<file path="src/rtl/plca_rx_cmd_decoder.sv">
// PLCA receive command decoder: qualifies BEACON/COMMIT symbols from MII RX and drives rx_cmd/receiving/CRS.
// Optional saturating command statistics are built only when PLCA_RX_STATS_EN is defined.
module plca_rx_cmd_decoder #(
  parameter int MIN_SYM = 2,
  parameter int CNT_W   = 16
) (
  input  logic             clk,
  input  logic             reset,
  input  logic             plca_en,
  input  logic             plca_reset,
  input  logic             RX_DV,
  input  logic             RX_ER,
  input  logic [3:0]       RXD,
  input  logic             PHY_CRS,
  output logic [1:0]       rx_cmd,
  output logic             receiving,
  output logic             CRS,
  output logic             cmd_err,
  output logic [CNT_W-1:0] beacon_cnt,
  output logic [CNT_W-1:0] commit_cnt
);

  typedef enum logic [2:0] {IDLE, QUAL, BEACON, COMMIT, DATA} state_t;

  localparam logic [1:0] CMD_BEACON = 2'b00;
  localparam logic [1:0] CMD_COMMIT = 2'b01;
  localparam logic [1:0] CMD_NONE   = 2'b10;
  localparam logic [3:0] MIN4       = 4'(MIN_SYM);

  state_t     state_q, state_d;
  logic [3:0] qual_q, qual_d;
  logic       pend_q, pend_d;   // 0 = beacon pending, 1 = commit pending
  logic       err_d;
  logic [1:0] rx_cmd_q;
  logic       receiving_q, crs_q, cmd_err_q;

  logic rst, bcn, cmt, dat, is_cmd, sym_t;

  assign rst    = reset | plca_reset | ~plca_en;
  assign bcn    = ~RX_DV & RX_ER & (RXD == 4'h2);
  assign cmt    = ~RX_DV & RX_ER & (RXD == 4'h3);
  assign dat    = RX_DV;
  assign is_cmd = bcn | cmt;
  assign sym_t  = cmt;

  always_comb begin
    state_d = state_q;
    qual_d  = qual_q;
    pend_d  = pend_q;
    err_d   = 1'b0;
    if (dat) begin
      state_d = DATA;
      qual_d  = 4'd0;
    end else begin
      unique case (state_q)
        IDLE, DATA: begin
          state_d = IDLE;
          qual_d  = 4'd0;
          if (is_cmd) begin
            if (MIN_SYM == 1) begin
              state_d = sym_t ? COMMIT : BEACON;
            end else begin
              state_d = QUAL;
              qual_d  = 4'd1;
              pend_d  = sym_t;
            end
          end
        end
        QUAL: begin
          if (!is_cmd) begin
            state_d = IDLE;
            qual_d  = 4'd0;
            err_d   = 1'b1;
          end else if (sym_t == pend_q) begin
            qual_d = qual_q + 4'd1;
            if (qual_q + 4'd1 >= MIN4) begin
              state_d = pend_q ? COMMIT : BEACON;
              qual_d  = MIN4;
            end
          end else begin
            qual_d = 4'd1;
            pend_d = sym_t;
          end
        end
        BEACON, COMMIT: begin
          if (!is_cmd) begin
            state_d = IDLE;
            qual_d  = 4'd0;
          end else if (sym_t != (state_q == COMMIT)) begin
            // a single-symbol qualifier switches command directly
            if (MIN_SYM == 1) begin
              state_d = sym_t ? COMMIT : BEACON;
            end else begin
              state_d = QUAL;
              qual_d  = 4'd1;
              pend_d  = sym_t;
            end
          end
        end
        default: begin
          state_d = IDLE;
          qual_d  = 4'd0;
        end
      endcase
    end
  end

  always_ff @(posedge clk) begin
    if (rst) begin
      state_q     <= IDLE;
      qual_q      <= 4'd0;
      pend_q      <= 1'b0;
      rx_cmd_q    <= CMD_NONE;
      receiving_q <= 1'b0;
      crs_q       <= 1'b0;
      cmd_err_q   <= 1'b0;
    end else begin
      state_q     <= state_d;
      qual_q      <= qual_d;
      pend_q      <= pend_d;
      rx_cmd_q    <= (state_d == BEACON) ? CMD_BEACON :
                     (state_d == COMMIT) ? CMD_COMMIT : CMD_NONE;
      receiving_q <= (state_d == DATA);
      crs_q       <= PHY_CRS | (state_d == BEACON) | (state_d == COMMIT) | (state_d == DATA);
      cmd_err_q   <= err_d;
    end
  end

  assign rx_cmd    = rx_cmd_q;
  assign receiving = receiving_q;
  assign CRS       = crs_q;
  assign cmd_err   = cmd_err_q;

`ifdef PLCA_RX_STATS_EN
  logic [CNT_W-1:0] bcnt_q, ccnt_q;
  logic             bcn_entry, cmt_entry;

  assign bcn_entry = (state_d == BEACON) & (state_q != BEACON);
  assign cmt_entry = (state_d == COMMIT) & (state_q != COMMIT);

  always_ff @(posedge clk) begin
    if (rst) begin
      bcnt_q <= '0;
      ccnt_q <= '0;
    end else begin
      if (bcn_entry && !(&bcnt_q)) bcnt_q <= bcnt_q + 1'b1;
      if (cmt_entry && !(&ccnt_q)) ccnt_q <= ccnt_q + 1'b1;
    end
  end

  assign beacon_cnt = bcnt_q;
  assign commit_cnt = ccnt_q;
`else
  assign beacon_cnt = '0;
  assign commit_cnt = '0;
`endif

endmodule

</file>
<file path="config.mk">
export PLATFORM = sky130hd
export DESIGN_NAME = plca_rx_cmd_decoder
export DESIGN_NICKNAME = d
export VERILOG_FILES = /design/src/rtl/plca_rx_cmd_decoder.sv
export SDC_FILE = /design/constraint.sdc
export NUM_CORES = 1
export LEC_CHECK = 0
export ABC_AREA = 1
export CORE_MARGIN = 5
export CORE_UTILIZATION = 55
export DETAILED_ROUTE_END_ITERATION = 10
export DONT_BUFFER_PORTS = 1
export PLACE_DENSITY_LB_ADDON = 0.3
export SLEW_MARGIN = 30
export SYNTH_ARGS = -nofsm -noshare
export SYNTH_HDL_FRONTEND = slang
export SYNTH_SLANG_ARGS = --single-unit
</file>
<file path="constraint.sdc">
create_clock -name clk -period 1.75 [get_ports clk]
set_input_delay 0.175 -clock clk [delete_from_list [all_inputs] [get_ports clk]]
set_output_delay 0.175 -clock clk [all_outputs]
set_load 0.01 [all_outputs]
</file>
==> results of run 1 <==
[worst max path at each step]
stage / startpoint / to / slack [ns] / cells past startpoint
after floorplan: qual_q[1] / CRS / 0.43 / 10
after global placement: qual_q[1] / state_q[0] / 0.35 / 10
after detailed placement: qual_q[1] / state_q[0] / 0.30 / 10
after CTS: qual_q[1] / state_q[0] / 0.28 / 10
after global routing: qual_q[1] / state_q[0] / 0.14 / 10
final: qual_q[1] / state_q[0] / 0.29 / 10
[worst reg2reg max path: stages (launching register included)]
cell	delay (ns)
dfxtp_1	0.40
inv_1	0.06
ha_1	0.27
nand2_1	0.07
nor2_1	0.04
nand2_1	0.07
nand3_2	0.07
o21ai_0	0.18
nand2_1	0.07
nand2_1	0.09
inv_1	0.04
[power by group through the flow]
stage	Combinational [uW]	Sequential (uW)	Clock (uW)
finish	54.1	300	184
global route	61.1	301	202
CTS	51.7	300	193
detailed placement	51.7	307	0
global placement	51.1	307	0
floorplan	102	307	0
[cell usage after synthesis]
library cell / count / area (um2)
nor3_2: 2 / 20.0
inv_2: 6 / 22.5
inv_1: 17 / 63.8
nand3_4: 1 / 17.5
ha_1: 2 / 25.0
nand3b_4: 1 / 20.0
conb_1: 1 / 3.75
o21ai_0: 2 / 10.0
nor2_2: 4 / 25.0
nand4_1: 4 / 25.0
nand3_2: 2 / 20.0
buf_4: 32 / 240
nand3_1: 5 / 25.0
nor2_4: 2 / 22.5
a21oi_1: 3 / 15.0
nor3_4: 1 / 16.3
nand2_4: 2 / 22.5
dfxtp_1: 13 / 260
nand2_1: 23 / 86.3
nand2_2: 2 / 12.5
nor2_1: 14 / 52.6
[per-layer routing]
layer / global-route usage [%] / share of wire, % / up-vias / routed length (um)
li1: - / - / 362 / -
met1: 13.5 / 40 / 304 / 633
met2: 20.0 / 48 / 32 / 763
met3: 7.69 / 12 / 2 / 190
met4: 1.28 / 0.38 / 0 / 6
met5: 0 / 0 / - / 0
[through the flow]
stage                     area (um2)  cells  hold WS [ns]  total power (uW)  util, %
after floorplan                 1120    170         0.307               409        -
after global placement           913    163         0.322               358     52.9
after detailed placement         913    163         0.328               359     52.9
after global routing             940    167        0.0516               564     54.4
after CTS                        940    167        0.0352               545     54.4
final                            940    167        0.0390               538     54.4
[cell families after synthesis]
group | synth area share (%)
adders and majority gates | 2.49
buffers and inverters | 32.5
AOI/OAI and AO/OA | 2.49
other | 0.373
DFF | 25.9
and+or+nand+nor | 36.3
[sequential cells by signal (all words and copies together) (netlist names)]
signal     flops
receiving      1
CRS            1
qual_q         4
state_q        3
pend_q         1
rx_cmd         2
cmd_err        1
[layout make-up]
cell class                 count  area, um2  area share, %
inverter                      23       86.3           9.19
multi-input combinational    102        536           57.0
sequential                    13        260           27.7
tap                           25       31.3           3.33
clock buffer                   4       26.3           2.80
==> key figures, run 1 <==
Floorplan
  – Core area: between 1500 and 2000 um2
  – Die Ht: approximately 53 um
  – Die ar.: 2780 um2
  – Initial core utilization: between 50% and 60%
  – # IOs: 48
  – Row cnt: 15
  – Die Width: around 53 um

Global route
  – First-pass GRT wire length: 2450 um
  – Antenna violations before repair: 0
  – Largest net degree at the start of global routing: 8
  – Gr usage total: 12.1%
  – Vias in the first global route: between 600 and 700
  – Grt total ovfl: 0

Setup path
  – Worst path most repeated cell: nand2_1
  – Crit Reg-Reg Startpoint: qual_q[1]
  – CP max-delay cell: dfxtp_1
  – CP Class: flop to flop
  – FF-to-FF path depth: 10
  – CP delay by family, top: simple AND/OR/NAND/NOR gates
  – Crit end category: flop
  – Buffers & Inverters on Critical Path: 2
  – CP required: 1.93 ns
  – CP arrival: 1.64 ns
  – Type of origin of the critical path: flop
  – Crit-path max FO: 5
  – CP max stage delay: ~0.40 ns
  – Reg-to-reg slack, setup: about 0.3 ns
  – CP Cell Sequence: inv_1, ha_1, nand2_1, nor2_1, nand2_1, nand3_2, o21ai_0, nand2_1, nand2_1, inv_1
  – Worst R2R End: state_q[0]

Timing
  – Fin. Hold Viols: 0
  – Crit path time final: between 1 and 1.5 ns
  – Pins Over Slew Limit: 0
  – Post-route clock period utilization: about 83%
  – Fmax: roughly 700 MHz
  – RSZ-0062 raised after global routing: false
  – Sum Neg Setup Slack: 0 ns
  – Final setup slack of the worst path: approximately 0.29 ns
  – Setup violation total in the final timing report: 0
  – Clk_skew: 0.00233 ns

Job
  – Max-capacitance violation count: 0

Cells and area
  – Most common cell after layout, fill and taps aside: conb_1
  – Number of fill cells: between 150 and 200
  – ANT cells: 0
  – Syn-to-layout area delta: -6.59%
  – Most frequent cells in the layout: 32 x conb_1, 23 x nand2_1, 17 x inv_1
  – Share of cells above drive strength 1: 18.3%
  – Final #Nets: between 150 and 200

Detailed routing
  – Vias: 700
  – DR DRC count: 0
  – Wirelength per Cell: roughly 9.5 um
  – Initial DRC Count: 20
  – Final wirelength: 1590 um
  – Pre-antenna DRT Iters: 4
  – Via density: ~4.2
  – Antenna-violating nets left: 0

Power and ir drop
  – Worst vdd ir: approximately 0.35 mV
  – Clock power share: approximately 34%
  – P_sw: between 100 and 150 uW
  – Power density over the cells: roughly 570 nW/um2
  – Leakage: between 0.0004 and 0.0005 uW
  – Internal power: 393 uW
  – Combinational Power Share: 10.0%
  – Part of the power in registers: between 50% and 60%
  – Net Sw Frac: 27.0%

CTS
  – # resized after CTS: 0
  – CTS HTree Levels: 1
  – Sink Count: 13
  – Num CTS Buffers: 3
  – Clk Tree Root Cell: clkbuf_4
  – CTS tree: done
  – CTS Buffer Depth: 2
  – Skew-Pair Late Insertion Delay: approximately 0.27 ns
  – Hold Buf Count CTS: 0
  – CTS clk-pin slew, worst paths: around 0.08 ns
  – Setup bufs post-CTS: 0

Placed design
  – Post-DP HPWL: ~1400 um
  – Post-Place Setup Slack: between 0.2 and 0.3 ns
  – IO Port Bufs: 0
  – Gp weighted congestion: between 0.8 and 0.9

Synth
  – Syn Area/Cell: 7.24 um2
  – Area of the mapped netlist: around 1000 um2
  – Seq/Total Area, Yosys: about a quarter
  – Synth Instances: 139
  – Unique masters post-synth: 21
  – YS warnings: 0
  – Yosys reg bits: 13

Worst hold path
  – Hold path start: PHY_CRS
  – Hold depth: 2
  – WHS Endpoint: CRS
  – HP Class: input port to flop

Run status
  – Status: finished clean
Note: power is estimated with default switching activity, not from simulation.
==> run 2: changes to the inputs <==
==> constraint.sdc (replaced) <==
create_clock -name clk -period 1.3 [get_ports clk]
set_input_delay 0.13 -clock clk [delete_from_list [all_inputs] [get_ports clk]]
set_output_delay 0.13 -clock clk [all_outputs]
set_load 0.01 [all_outputs]
==> run 2 against run 1 <==
  * The flow now finishes with violations (setup timing)
  * Largest cell class unchanged
  * Wire length rose by 18%
  * First-iteration DRC count fell by 40%
  * Register-to-register slack got worse by 0.37 ns
  * Clock skew rose by 0.0019 ns
  * Sequential cell count did not move
  * Largest power group unchanged
  * Cell area rose by 12%
  * Maximum frequency rose by 6.1%
  * Global-route usage rose by 2.1 points
==> key figures, run 2 (synthesized netlist as in run 1, its figures left out) <==
Detailed routing
  – Wirelength per Cell: 10.8 um (+14%)
  – Vias: 747 (+6.7%)
  – Antenna-violating nets left: 0 (unchanged)
  – Initial DRC Count: 12 (-40%)
  – DR DRC count: 0 (unchanged)
  – Final wirelength: 1880 um (+18%)
  – Pre-antenna DRT Iters: 4 (unchanged)
  – Via density: 4.29 (+2.4%)

Timing
  – Fmax: 727 MHz (+6.1%)
  – Final setup slack of the worst path: -0.0748 ns (-0.366 ns)
  – Crit path time final: 1.37 ns (-0.0839 ns)
  – Post-route clock period utilization: 106% (+22 points)
  – Pins Over Slew Limit: 0 (unchanged)
  – Clk_skew: 0.00418 ns (+0.00186 ns)
  – RSZ-0062 raised after global routing: true
  – Setup violation total in the final timing report: 6 (+6)
  – Fin. Hold Viols: 0 (unchanged)
  – Sum Neg Setup Slack: -0.293 ns (-0.293 ns)

Setup path
  – CP Class: flop to flop
  – Crit end category: flop
  – Type of origin of the critical path: flop
  – Crit-path max FO: 3 (-2)
  – CP required: 1.49 ns (-0.44 ns)
  – FF-to-FF path depth: 10 (unchanged)
  – Crit Reg-Reg Startpoint: qual_q[1]
  – Worst R2R End: CRS
  – CP arrival: 1.56 ns (-0.08 ns)
  – Reg-to-reg slack, setup: -0.07 ns (-0.37 ns)

Global route
  – Met1 Use GR: 16.9% (+3.4 points)
  – GR Layer Usage met2: 22.5% (+2.5 points)
  – Global Route met3 Usage: 5.98% (-1.7 points)
  – First-pass GRT wire length: 2930 um (+20%)
  – Antenna violations before repair: 0 (unchanged)
  – Largest net degree at the start of global routing: 9 (+1)
  – Vias in the first global route: 700 (+16%)
  – Grt total ovfl: 0 (unchanged)
  – Most used routing layer: met2
  – Gr usage total: 14.2% (+2.1 points)

CTS
  – Sink Count: 13 (unchanged)
  – CTS Buffer Depth: 2 (unchanged)
  – Num CTS Buffers: 3 (unchanged)
  – Skew-Pair Late Insertion Delay: 0.29 ns (+0.02 ns)
  – CTS HTree Levels: 1 (unchanged)
  – CTS tree: done
  – CTS clk-pin slew, worst paths: 0.08 ns (about the same)
  – Clk Tree Root Cell: clkbuf_4
  – Setup bufs post-CTS: 0 (unchanged)

Floorplan
  – Row cnt: 15 (unchanged)
  – # IOs: 48 (unchanged)
  – Die ar.: 2780 um2 (unchanged)
  – Die Width: 52.8 um (unchanged)
  – Core area: 1730 um2 (unchanged)
  – Die Ht: 52.8 um (unchanged)
  – Initial core utilization: 58.3% (unchanged)

Cells and area
  – Largest register FFs: 4 (unchanged)
  – Most frequent cells in the layout: 32 x conb_1, 20 x nand2_1, 16 x inv_1
  – Final cell count without fillers: 174 (+4.2%)
  – ANT cells: 0 (unchanged)
  – Share of cells above drive strength 1: 28.2% (+9.9 points)
  – Syn-to-layout area delta: 4.60%
  – Final #Nets: 163 (+4.5%)
  – Most common cell after layout, fill and taps aside: conb_1
  – Number of fill cells: 170 (-8.6%)
  – Largest Register: qual_q

Placed design
  – Post-Place Cells: 167 (+2.5%)
  – Gp weighted congestion: 0.769 (-6.0%)
  – Post-DP HPWL: 1500 um (+10%)
  – Post-Place Setup Slack: -0.0580 ns (-0.355 ns)
  – IO Port Bufs: 0 (unchanged)

Run status
  – Status: complete, but fails checks
  – Failing checks: setup timing

Power and ir drop
  – Overall power: 738 uW (+37%)
  – Worst vdd ir: 0.507 mV (+47%)
  – Leakage: 0.000536 uW (+7.2%)
  – Power density over the cells: 701 nW/um2 (+22%)

Worst hold path
  – WHS Endpoint: cmd_err
  – HP Class: input port to flop
  – Hold depth: 3 (+1)
  – Hold path start: RX_DV

Job
  – Max-capacitance violation count: 0 (unchanged)
==> run 2: timing repair <==
action / 4_1_cts / 5_1_grt
setup endpoints to repair: 7 / 8
pin swaps: 1 / 1
hold buffers: 3 / 0
gates resized for setup: 2 / 14
hold endpoints to repair: 2 / 0
==> run 2: area by class of cell <==
cell class,instances,area [um2],share of cell area [%]
multi-input combinational,102,572,54.3
inverter,23,88.8,8.44
tap,25,31.3,2.97
timing repair buffer,7,60.1,5.71
clock inverter,1,5.00,0.476
clock buffer,3,22.5,2.14
sequential,13,273,25.9
==> run 2: worst max path at each step <==
stage	start	to	slack (ns)	depth (start not counted)
floorplan	qual_q[1]	CRS	0.02	10
global placement	qual_q[1]	CRS	-0.03	10
detailed placement	qual_q[1]	CRS	-0.06	10
CTS	qual_q[1]	rx_cmd[0]	-0.06	10
global route	qual_q[1]	qual_q[0]	-0.20	10
finish	qual_q[1]	CRS	-0.07	10
==> run 2: through the flow <==
step | hold slack [ns] | util, % | area (um2)
global placement | 0.276 | 54.7 | 945
CTS | 0.0259 | 58.1 | 1000
global route | 0.0242 | 60.9 | 1050
detailed placement | 0.270 | 54.7 | 945
finish | 0.0278 | 60.9 | 1050
floorplan | 0.262 | - | 1120
==> run 2: routing by layer <==
layer  wire, um  vias to the layer above
met3        166                        7
met4         33                        0
li1           -                      378
met1        736                      327
met5          0                        -
met2        947                       35
==> run 2: worst max-delay path, cell delays in order, from the launching register on <==
cell and delay, ns:
dfxtp_4 0.38, inv_4 0.04, ha_4 0.26, nand2_2 0.05
nor2_1 0.08, nand2_1 0.07, nand3_2 0.08, nand3b_4 0.16
nand2_4 0.06, nand2_4 0.07, nand2_2 0.04
==> run 2: report_power, final <==
group          total [uW]  internal [uW]  switching (uW)  leakage, uW
registers             399            395            3.39     0.000108
logic                80.8           15.2            65.6     0.000410
clock network         258            114             144    0.0000177
total                 738            525             213     0.000536
==> run 3: changes to the inputs <==
--- a/config.mk
+++ b/config.mk
@@ -6,7 +6,6 @@
 export NUM_CORES = 1
 export LEC_CHECK = 0
 export ABC_AREA = 1
-export CORE_MARGIN = 5
 export CORE_UTILIZATION = 55
 export DETAILED_ROUTE_END_ITERATION = 10
 export DONT_BUFFER_PORTS = 1
==> run 3 against run 2 <==
  * The run still ends with setup timing left
  * Final cell count fell by 0.57%
  * Cell area fell by 1.1%
  * Setup slack worse by 0.018 ns
  * Sequential share of layout area fell by 0.080 points
  * Critical path depth grew 1
  * Worst hold slack worse by 0.017 ns
  * Critical path type unchanged
==> key figures, run 3 (synthesized netlist as in run 1, its figures left out) <==
Placed design
  – Post-DP Area: 945 um2 (unchanged)
  – IO Port Bufs: 0 (unchanged)
  – Post-DP HPWL: 1260 um (-16%)
  – Gp weighted congestion: 0.872 (+13%)
  – Post-Place Setup Slack: -0.0568 ns (+0.00115 ns)

Setup path
  – Critical path endpoint: rx_cmd[1]
  – Levels on crit path: 11 (+1)
  – CP Class: flop to flop
  – CP delay by family, top: simple AND/OR/NAND/NOR gates
  – Crit-path max FO: 3 (unchanged)
  – CP max stage delay: 0.34 ns (-0.04 ns)
  – Worst path most repeated cell: nand2_1
  – CP max-delay cell: dfxtp_2
  – CP Cell Sequence: buf_6, ha_4, inv_2, nand2_1, nand2_1, nor2_2, nand2_1, nand3_2, nand3b_4, nand2_4, nand2_4
  – Buffers & Inverters on Critical Path: 2 (+1)
  – Worst R2R End: rx_cmd[1]
  – Reg-to-reg slack, setup: -0.09 ns (-0.02 ns)
  – CP arrival: 1.55 ns (about the same)
  – CP startpoint: qual_q[1]
  – Crit end category: flop
  – CP required: 1.46 ns (-0.03 ns)
  – Crit Reg-Reg Startpoint: qual_q[1]
  – Type of origin of the critical path: flop
  – FF-to-FF path depth: 11 (+1)

CTS
  – CTS tree: done
  – Num CTS Buffers: 3 (unchanged)
  – CTS Buffer Depth: 2 (unchanged)
  – Skew-Pair Late Insertion Delay: 0.27 ns (-0.02 ns)
  – Sink Count: 13 (unchanged)
  – Hold Buf Count CTS: 0 (-3)
  – CTS HTree Levels: 1 (unchanged)
  – CTS clk-pin slew, worst paths: 0.08 ns (about the same)
  – Clk Tree Root Cell: clkbuf_4

Global route
  – GR Layer Usage met2: 32.9% (+10 points)
  – Global Route met3 Usage: 6.80% (+0.82 points)
  – Largest net degree at the start of global routing: 8 (-1)
  – Gr usage total: 17.1% (+2.8 points)
  – Vias in the first global route: 649 (-7.3%)
  – Grt total ovfl: 0 (unchanged)
  – Antenna violations before repair: 0 (unchanged)
  – Most used routing layer: met2
  – First-pass GRT wire length: 2490 um (-15%)
  – Met1 Use GR: 17.0% (+0.13 points)

Power and ir drop
  – Worst vdd ir: 0.666 mV (+32%)
  – Overall power: 718 uW (-2.7%)
  – Leakage: 0.000532 uW (-0.66%)
  – Power density over the cells: 689 nW/um2 (-1.7%)

Detailed routing
  – Wirelength per Cell: 9.17 um (-15%)
  – Initial DRC Count: 8 (-4)
  – Final wirelength: 1590 um (-16%)
  – Vias: 738 (-1.2%)
  – Via density: 4.27 (-0.63%)
  – Pre-antenna DRT Iters: 6 (+2)
  – Antenna-violating nets left: 0 (unchanged)
  – DR DRC count: 0 (unchanged)

Job
  – Max-capacitance violation count: 0 (unchanged)

Cells and area
  – Syn-to-layout area delta: 3.48%
  – Most common cell after layout, fill and taps aside: conb_1
  – Final Cell Area: 1040 um2 (-1.1%)
  – Largest register FFs: 4 (unchanged)
  – Most frequent cells in the layout: 32 x conb_1, 19 x nand2_1, 14 x inv_1
  – Final #Nets: 162 (-0.61%)
  – Largest Register: qual_q
  – Share of cells above drive strength 1: 33.1% (+4.9 points)
  – Multi-input gate area: 579 um2 (+1.3%)
  – ANT cells: 0 (unchanged)
  – Number of fill cells: 155 (-8.8%)
  – Final Core Density: 60.3% (-0.65 points)
  – Register area: 269 um2 (-1.4%)

Timing
  – Crit path time final: 1.39 ns (+0.0176 ns)
  – Post-route clock period utilization: 107% (+1.4 points)
  – Pins Over Slew Limit: 0 (unchanged)
  – Sum Neg Setup Slack: -0.488 ns (-0.195 ns)
  – RSZ-0062 raised after global routing: true
  – Final setup slack of the worst path: -0.0923 ns (-0.0176 ns)
  – Clk_skew: 0.00512 ns (+0.000935 ns)
  – Setup violation total in the final timing report: 7 (+1)
  – Fin. Hold Viols: 0 (unchanged)
  – Fmax: 718 MHz (-1.3%)

Run status
  – Failing checks: setup timing
  – Status: complete, but fails checks

Worst hold path
  – HP Class: input port to flop

Floorplan
  – Die Width: 44.8 um (-15%)
  – Die ar.: 2000 um2 (-28%)
  – Core area: 1730 um2 (unchanged)
  – Initial core utilization: 58.3% (unchanged)
  – # IOs: 48 (unchanged)
  – Row cnt: 15 (unchanged)
  – Die Ht: 44.8 um (-15%)
run 3: how the worst min path moves through the flow:
stage,to,cells after the start,start,slack [ns]
2_1_floorplan,CRS,2,PHY_CRS,0.26
3_3_place_gp,CRS,2,PHY_CRS,0.29
3_5_place_dp,state_q[2],2,RX_DV,0.30
4_1_cts,state_q[2],2,RX_DV,0.006
5_1_grt,state_q[2],2,RX_DV,0.01
6_report,state_q[2],2,RX_DV,0.01
run 3: final cells by class:
cell class,instances,share of cell area (%)
multi-input combinational,102,55.6
sequential,13,25.8
inverter,23,8.29
timing repair buffer,6,4.69
tap,25,3.00
clock buffer,4,2.52
run 3: routing by layer:
metal  vias up  part of all wire [%]
met5         -                     0
met3         0                   5.5
met4         0                     0
li1        374                     -
met2        26                    56
met1       338                    38
run 3: power by group:
part | leakage, uW | internal [uW] | switching [uW] | total, uW
logic | 0.000410 | 10.0 | 63.7 | 73.7
registers | 0.000108 | 399 | 3.25 | 402
clock network | 0.0000150 | 119 | 123 | 241
run 3: through the flow:
stage / hold slack, ns / std cells
3_5_place_dp: 0.300 / 167
4_1_cts: 0.00626 / 171
6_report: 0.0108 / 173
5_1_grt: 0.0133 / 173
2_1_floorplan: 0.262 / 170
3_3_place_gp: 0.289 / 167
run 3: what timing repair did:
| item | CTS | global route |
|---|---|---|
| buffers inserted | 0 | 2 |
| endpoints found under the setup margin | 8 | 8 |
| gates resized for setup | 2 | 18 |
| pin swaps | 2 | 8 |
| hold endpoints to repair | 0 | 0 |
